### config.mk
export PLATFORM = sky130hd
export DESIGN_NAME = fifo_request_conditioner
export DESIGN_NICKNAME = d
export VERILOG_FILES = /design/src/rtl/fifo_request_conditioner.sv
export SDC_FILE = /design/constraint.sdc
export NUM_CORES = 1
export LEC_CHECK = 0
export ABC_AREA = 0
export CORE_ASPECT_RATIO = 0.9
export CORE_MARGIN = 1
export CORE_UTILIZATION = 42
export CTS_CLUSTER_SIZE = 25
export DETAILED_ROUTE_END_ITERATION = 8
export HOLD_SLACK_MARGIN = 0.15
export PLACE_DENSITY = 0.8
export SYNTH_ARGS = -nofsm -noshare
export SYNTH_HDL_FRONTEND = slang
export SYNTH_SLANG_ARGS = --single-unit
### constraint.sdc
create_clock -name clk -period 1.75 [get_ports clk]
set_input_delay 0.35 -clock clk [delete_from_list [all_inputs] [get_ports clk]]
set_output_delay 0.35 -clock clk [all_outputs]
set_load 0.02 [all_outputs]
### src/rtl/fifo_request_conditioner.sv
// Conditions two bouncy board-level request inputs into single-cycle FIFO read/write strobes,
// with debounce, optional auto-repeat and full/empty gating. Channel 0 is read, channel 1 write.
module fifo_request_conditioner #(
    parameter int unsigned DATA_WIDTH      = 32,
    parameter int unsigned DEBOUNCE_CYCLES = 4,
    parameter int unsigned REPEAT_DELAY    = 0,
    parameter int unsigned REPEAT_PERIOD   = 8
) (
    input  logic                  clk,
    input  logic                  rst,
    input  logic                  enable_read,
    input  logic                  enable_write,
    input  logic [DATA_WIDTH-1:0] value_to_write,
    input  logic                  fifo_full,
    input  logic                  fifo_empty,
    output logic                  rd_pulse,
    output logic                  wr_pulse,
    output logic [DATA_WIDTH-1:0] wr_data,
    output logic                  rd_blocked,
    output logic                  wr_blocked
);

    localparam int unsigned NumCh  = 2;
    localparam int unsigned DbW    = (DEBOUNCE_CYCLES < 2) ? 1 : $clog2(DEBOUNCE_CYCLES + 1);
    localparam int unsigned RptMax = (REPEAT_DELAY > REPEAT_PERIOD) ? REPEAT_DELAY : REPEAT_PERIOD;
    localparam int unsigned RptW   = (RptMax < 2) ? 1 : $clog2(RptMax + 1);
    localparam bit          RptEn  = (REPEAT_DELAY != 0);

    localparam logic [DbW-1:0]  DbLast    = DbW'(DEBOUNCE_CYCLES - 1);
    localparam logic [RptW-1:0] RptDelay  = RptW'(REPEAT_DELAY);
    localparam logic [RptW-1:0] RptPeriod = RptW'(REPEAT_PERIOD);

    logic [NumCh-1:0] raw_in;
    logic [NumCh-1:0] sync1_q, sync2_q;
    logic [NumCh-1:0] filt_q, filt_d;
    logic [NumCh-1:0] filt_prev_q;
    logic [DbW-1:0]   db_cnt_q  [NumCh];
    logic [DbW-1:0]   db_cnt_d  [NumCh];
    logic [RptW-1:0]  rpt_cnt_q [NumCh];
    logic [RptW-1:0]  rpt_cnt_d [NumCh];
    // 0: waiting out the initial delay, 1: running at the repeat period
    logic [NumCh-1:0] rpt_phase_q, rpt_phase_d;
    logic [NumCh-1:0] press;
    logic [NumCh-1:0] rpt_fire;
    logic [NumCh-1:0] req;

    logic                  rd_pulse_q, rd_pulse_d;
    logic                  wr_pulse_q, wr_pulse_d;
    logic                  rd_blocked_q, rd_blocked_d;
    logic                  wr_blocked_q, wr_blocked_d;
    logic [DATA_WIDTH-1:0] wr_data_q, wr_data_d;

    assign raw_in = {enable_write, enable_read};

    always_comb begin
        filt_d      = filt_q;
        rpt_phase_d = rpt_phase_q;
        press       = '0;
        rpt_fire    = '0;
        req         = '0;
        for (int ch = 0; ch < NumCh; ch++) begin
            db_cnt_d[ch]  = db_cnt_q[ch];
            rpt_cnt_d[ch] = rpt_cnt_q[ch];

            // Any agreeing sample restarts the stability count
            if (sync2_q[ch] == filt_q[ch]) begin
                db_cnt_d[ch] = '0;
            end else if (db_cnt_q[ch] == DbLast) begin
                filt_d[ch]   = sync2_q[ch];
                db_cnt_d[ch] = '0;
            end else begin
                db_cnt_d[ch] = db_cnt_q[ch] + 1'b1;
            end

            press[ch] = filt_q[ch] & ~filt_prev_q[ch];

            if (!RptEn || !filt_q[ch]) begin
                rpt_cnt_d[ch]   = '0;
                rpt_phase_d[ch] = 1'b0;
            end else if (press[ch]) begin
                rpt_cnt_d[ch]   = RptW'(1);
                rpt_phase_d[ch] = 1'b0;
            end else if (rpt_cnt_q[ch] == (rpt_phase_q[ch] ? RptPeriod : RptDelay)) begin
                rpt_fire[ch]    = 1'b1;
                rpt_cnt_d[ch]   = RptW'(1);
                rpt_phase_d[ch] = 1'b1;
            end else begin
                rpt_cnt_d[ch] = rpt_cnt_q[ch] + 1'b1;
            end

            req[ch] = press[ch] | rpt_fire[ch];
        end
    end

    // Blocked requests are dropped; the repeat schedule above is unaffected
    always_comb begin
        rd_pulse_d   = req[0] & ~fifo_empty;
        rd_blocked_d = req[0] & fifo_empty;
        wr_pulse_d   = req[1] & ~fifo_full;
        wr_blocked_d = req[1] & fifo_full;
        wr_data_d    = '0;
        if (req[1] && !fifo_full) begin
            wr_data_d = value_to_write;
        end
    end

    always_ff @(posedge clk) begin
        if (rst) begin
            sync1_q      <= '0;
            sync2_q      <= '0;
            filt_q       <= '0;
            filt_prev_q  <= '0;
            rpt_phase_q  <= '0;
            rd_pulse_q   <= 1'b0;
            wr_pulse_q   <= 1'b0;
            rd_blocked_q <= 1'b0;
            wr_blocked_q <= 1'b0;
            wr_data_q    <= '0;
            for (int ch = 0; ch < NumCh; ch++) begin
                db_cnt_q[ch]  <= '0;
                rpt_cnt_q[ch] <= '0;
            end
        end else begin
            sync1_q      <= raw_in;
            sync2_q      <= sync1_q;
            filt_q       <= filt_d;
            filt_prev_q  <= filt_q;
            rpt_phase_q  <= rpt_phase_d;
            rd_pulse_q   <= rd_pulse_d;
            wr_pulse_q   <= wr_pulse_d;
            rd_blocked_q <= rd_blocked_d;
            wr_blocked_q <= wr_blocked_d;
            wr_data_q    <= wr_data_d;
            for (int ch = 0; ch < NumCh; ch++) begin
                db_cnt_q[ch]  <= db_cnt_d[ch];
                rpt_cnt_q[ch] <= rpt_cnt_d[ch];
            end
        end
    end

    assign rd_pulse   = rd_pulse_q;
    assign wr_pulse   = wr_pulse_q;
    assign rd_blocked = rd_blocked_q;
    assign wr_blocked = wr_blocked_q;
    assign wr_data    = wr_data_q;

endmodule

Yosys cells after proc, flatten, opt, wreduce, memory -nomap -nowiden
Memory sizes are Yosys's and may differ from the RTL's.
Index checks and enable logic that the tools add are counted.
Operators by class
  bitwise operators: 15
  add/sub/neg operators: 2
  reductions and logical operators: 5
  eq/ne operators: 4
  muxes and demuxes: 9
Operators with widths (number)
  3-bit two-way mux: 6
  1-bit NOT: 7
  3-bit by 1-bit adder with 3-bit output (second input constant): 2
  1-bit bitwise AND: 6
  3-bit by 2-bit equality test with 1-bit output (second input constant): 2
  2-bit AND reduction: 2
  1-bit two-way mux: 3
  1-bit equality test: 2
  1-bit bitwise OR: 2
  2-bit OR reduction: 1
  1-bit logical AND: 1
  1-bit zero test: 1
Storage, ports and cells
  bits in registers: 44
  RAM bits: 6
  output and inout port bits: 36
  bits of input ports: 38
  word-level logic and storage cells: 46
  memories: 1
Memories
  db_cnt_q: depth 2, bits a word 3, rd ports 2, clocked after Yosys merged registers in 0, write ports 2, line 37  | logic [DbW-1:0] db_cnt_q [NumCh];

Longest topological paths before layout
Gate-level depths: netlist of run 1.
  depth after elaboration: 5
  gate-level depth with buffers: 4
  gate-level depth less buffers: 4

Least setup slack after synthesis of run 1
OpenSTA, ideal clock, no wires.
  path kind: input port to flip-flop
  start: input fifo_full
  end: register wr_data_q[16] (netlist: wr_data[16])
  library setup time: 0.059 ns
  required time: 1.691 ns
  arrival: 0.997 ns
  setup slack: 0.694 ns
  cell stages on the path: 3
  path buffers: 1
  path through: nor4b_4 > buf_6 > and2_1
Between the ends
  word-level cells in the longest chain between the ends: 4
RTL lines
  start: declaration: line 14  | input logic fifo_full,
  1-bit zero test: line 102  | if (req[1] && !fifo_full) begin
  1-bit logical AND: line 102
  1-bit NOT (no line)
  2-bit OR reduction (no line)
  end signal: assignment: line 133  | wr_data_q <= wr_data_d;
  end: declaration: line 51  | logic [DATA_WIDTH-1:0] wr_data_q, wr_data_d;
No other way between the ends.
A chain may end at the register's enable or synchronous reset.

Worst setup path in the final report of run 1
  start: register wr_data_q[15] (netlist: wr_data[15])
  end: output wr_data[15]
RTL lines
  end: declaration: line 18  | output logic [DATA_WIDTH-1:0] wr_data,
No word-level cell between the ends.

==> results of run 1 <==
logic make-up after synthesis:
group	after synthesis	synth area share, %
simple gates	50	23.4
flops	50	67.7
buf+inv	6	3.05
fa+ha+maj	4	3.38
xor+xnor	2	1.18
mux	2	1.35
registers in the layout, indices dropped and copies added (netlist names):
| signal | count |
|---|---|
| filt_prev_q | 2 |
| db_cnt_q | 6 |
| sync2_q | 2 |
| wr_data | 32 |
| rd_pulse | 1 |
| sync1_q | 2 |
| filt_q | 2 |
| wr_pulse | 1 |
| wr_blocked | 1 |
| rd_blocked | 1 |
cell type report:
cell class | count | area, µm²
tap | 44 | 55.1
clock inverter | 1 | 5.00
timing repair buffer | 76 | 753
inverter | 2 | 7.51
clock buffer | 7 | 86.3
multi-input combinational | 58 | 433
fill | 259 | 1040
sequential | 50 | 1000
cells in the final DEF, fill, tap and decap left out, types with 2 or more instances in the layout:
cell type        instances
buf_4                    3
nor2_1                   2
nor2b_1                  2
clkbuf_8                 6
nor4bb_1                 2
mux2i_1                  2
xnor2_1                  2
dfxtp_1                 50
clkdlybuf4s50_1         73
and2b_1                  4
ha_1                     4
nor4_1                   4
nor4b_1                  3
and2_1                  32
inv_1                    2
power by group through the flow:
stage	clock network (mW)	registers (mW)	logic, mW
4_1_cts	0.682	1.14	0.0992
3_5_place_dp	0	1.17	0.0990
2_1_floorplan	0	1.17	0.0116
5_1_grt	0.735	1.15	0.105
6_report	0.661	1.14	0.0980
3_3_place_gp	0	1.17	0.0962
path summary, 6_finish.rpt:
path | endpoint | slack [ps] | start | depth (start not counted)
max reg2reg | db_cnt_q[0][5] | 590 | db_cnt_q[0][3] | 3
min | sync2_q[0] | 440 | sync1_q[0] | 1
min reg2reg | sync2_q[0] | 440 | sync1_q[0] | 1
max | wr_data[15] | 170 | wr_data[15] | 1
layer usage:
layer  up-vias  GRT usage, %
met5         -             0
met4         0          10.5
met3         4          13.4
met2        51          27.8
met1       459          16.0
li1        520             -
stage by stage:
stage | setup WS, ps | hold slack (ps)
global route | 106 | 454
floorplan | 694 | 398
finish | 167 | 436
detailed placement | 128 | 422
global placement | 217 | 411
CTS | 146 | 441
==> impl_metrics.env, run 1 <==
export IMPL_outcome="complete, no violations"
export IMPL_die_y_um=58.3
export IMPL_ys_warn_count=0
export IMPL_grt_pass1_wl_um=4530
export IMPL_syn_cell_area_um2=1480
export IMPL_cts_num_sinks=50
export IMPL_crit_path_start_kind="register"
export IMPL_placedCellCount=230
export IMPL_min_path_type="reg2reg"
export IMPL_place_area_um2=2250
export IMPL_power_leakage_nw=0.912
export IMPL_yosys_top_cells_count="50 x dfxtp_1, 32 x and2_1, 4 x and2b_1, 4 x ha_1, 4 x nor4_1"
export IMPL_synth_top_area_share_pct=67.7
export IMPL_arrival_ps=1230
export IMPL_drtIter0Drc=17
export IMPL_p_clk_share_pct=34.7
export IMPL_routed_wl_met3_um=349
export IMPL_grt_ovfl_total=0
export IMPL_drive_gt1_share_pct=5.67
export IMPL_wl_met2_um=1390
export IMPL_drc_errors=0
export IMPL_antenna_found_initial=0
export IMPL_grt_pass1_vias=1056
export IMPL_die_w_um=64.6
export IMPL_fin_area_um2=2340
export IMPL_postCtsSetupRepairBufs=0
export IMPL_cts_hold_buf=0
export IMPL_cp_max_fo=1
export IMPL_core_area_um2=3380
export IMPL_drt_pass1_iter_count=3
export IMPL_synth_most_common_cell="dfxtp_1"
export IMPL_p_comb_share_pct=5.1
export IMPL_synth_largest_area_cell="dfxtp_1"
export IMPL_grt_max_degree=24
export IMPL_synth_seq_cells=50
export IMPL_critPathBufInv=1
export IMPL_hold_violations=0
export IMPL_io_pins=74
export IMPL_wl_met1_um=1050
export IMPL_worst_slew_pin_slew_ps=293
export IMPL_gp_routability_congestion=0.701
export IMPL_fin_util_pct=69.3
export IMPL_finalMaxSlewViolations=0
export IMPL_area_delta_synth_final_pct=58.3
export IMPL_cts_tree="yes"
export IMPL_via_per_inst=4.34
export IMPL_max_stage_delay_ps=610
export IMPL_clk_pin_slew_worst_paths_ps=80
export IMPL_fp_row_count=20
export IMPL_max_slew_margin_rel_pct=80.2
export IMPL_insertedDiodeCount=0
export IMPL_skew_ps=5.60
export IMPL_wl_per_cell_um=12.0
export IMPL_finalCritPeriodShare_pct=90.4
export IMPL_postRouteAntennaNets=0
export IMPL_synth_edf_count=0
export IMPL_clkLatencyLatePin_ps=300
export IMPL_drt_total_wl_um=2850
export IMPL_seqPwrFrac_pct=60.1
export IMPL_io_buffers=73
export IMPL_die_area_um2=3760
export IMPL_cap_violations=0
export IMPL_crit_chain="clkdlybuf4s50_1"
export IMPL_p_int_mw=1.54
export IMPL_cts_made_buffers=5
export IMPL_setup_viol=0
export IMPL_syn_num_nets=156
export IMPL_period_needed_ps=1580
export IMPL_nNetsFinal=235
export IMPL_synth_async_reset_ratio_pct=0
export IMPL_slowest_stage="clkdlybuf4s50_1"
export IMPL_p_total_mw=1.90
export IMPL_seq_area_frac_synth_pct=67.7
export IMPL_tns_ps=0
export IMPL_h_tree_depth=2
export IMPL_root_buffer="clkbuf_8"
export IMPL_worstSetupPathType="reg2out"
export IMPL_via_count=1034
export IMPL_synth_cell_type_count=15
export IMPL_synthFlopType="dfxtp_1"
export IMPL_p_per_area_nw_per_um2=813
export IMPL_syn_area_per_cell_um2=13.0
export IMPL_clock_path_buffers=2
export IMPL_yosys_top_cells_area="dfxtp_1 68%, and2_1 14%, ha_1 3.4%"
export IMPL_cp_end_kind="output pin"
export IMPL_start_util_pct=43.8
export IMPL_syn_instance_count=114
export IMPL_sw_frac_of_total_pct=19.1
export IMPL_max_freq_mhz=632
export IMPL_crit_family="buffers and inverters"
export IMPL_final_cells=238
export IMPL_grt_total_usage_pct=17.5
export IMPL_worstPathRequired_ps=1400
export IMPL_peakVddDrop_v=0.000680
export IMPL_dr_max_layer_used="met4"
export IMPL_rsz0062_at_grt="false"
export IMPL_dp_hpwl_um=2210
export IMPL_p_sw_mw=0.364
export IMPL_cts_resized=0
Power figures use the tool's default switching activity.
==> run 2: changes to the inputs <==
- SKIP_LAST_GASP: default -> 1
==> results of run 2 <==
No change in the layout: final DEF, timing and power equal those of run 1.
==> run 3: changes to the inputs <==
- GPL_ROUTABILITY_DRIVEN: default -> 0
==> results of run 3 <==
No change in the layout: final DEF, timing and power equal those of run 1.
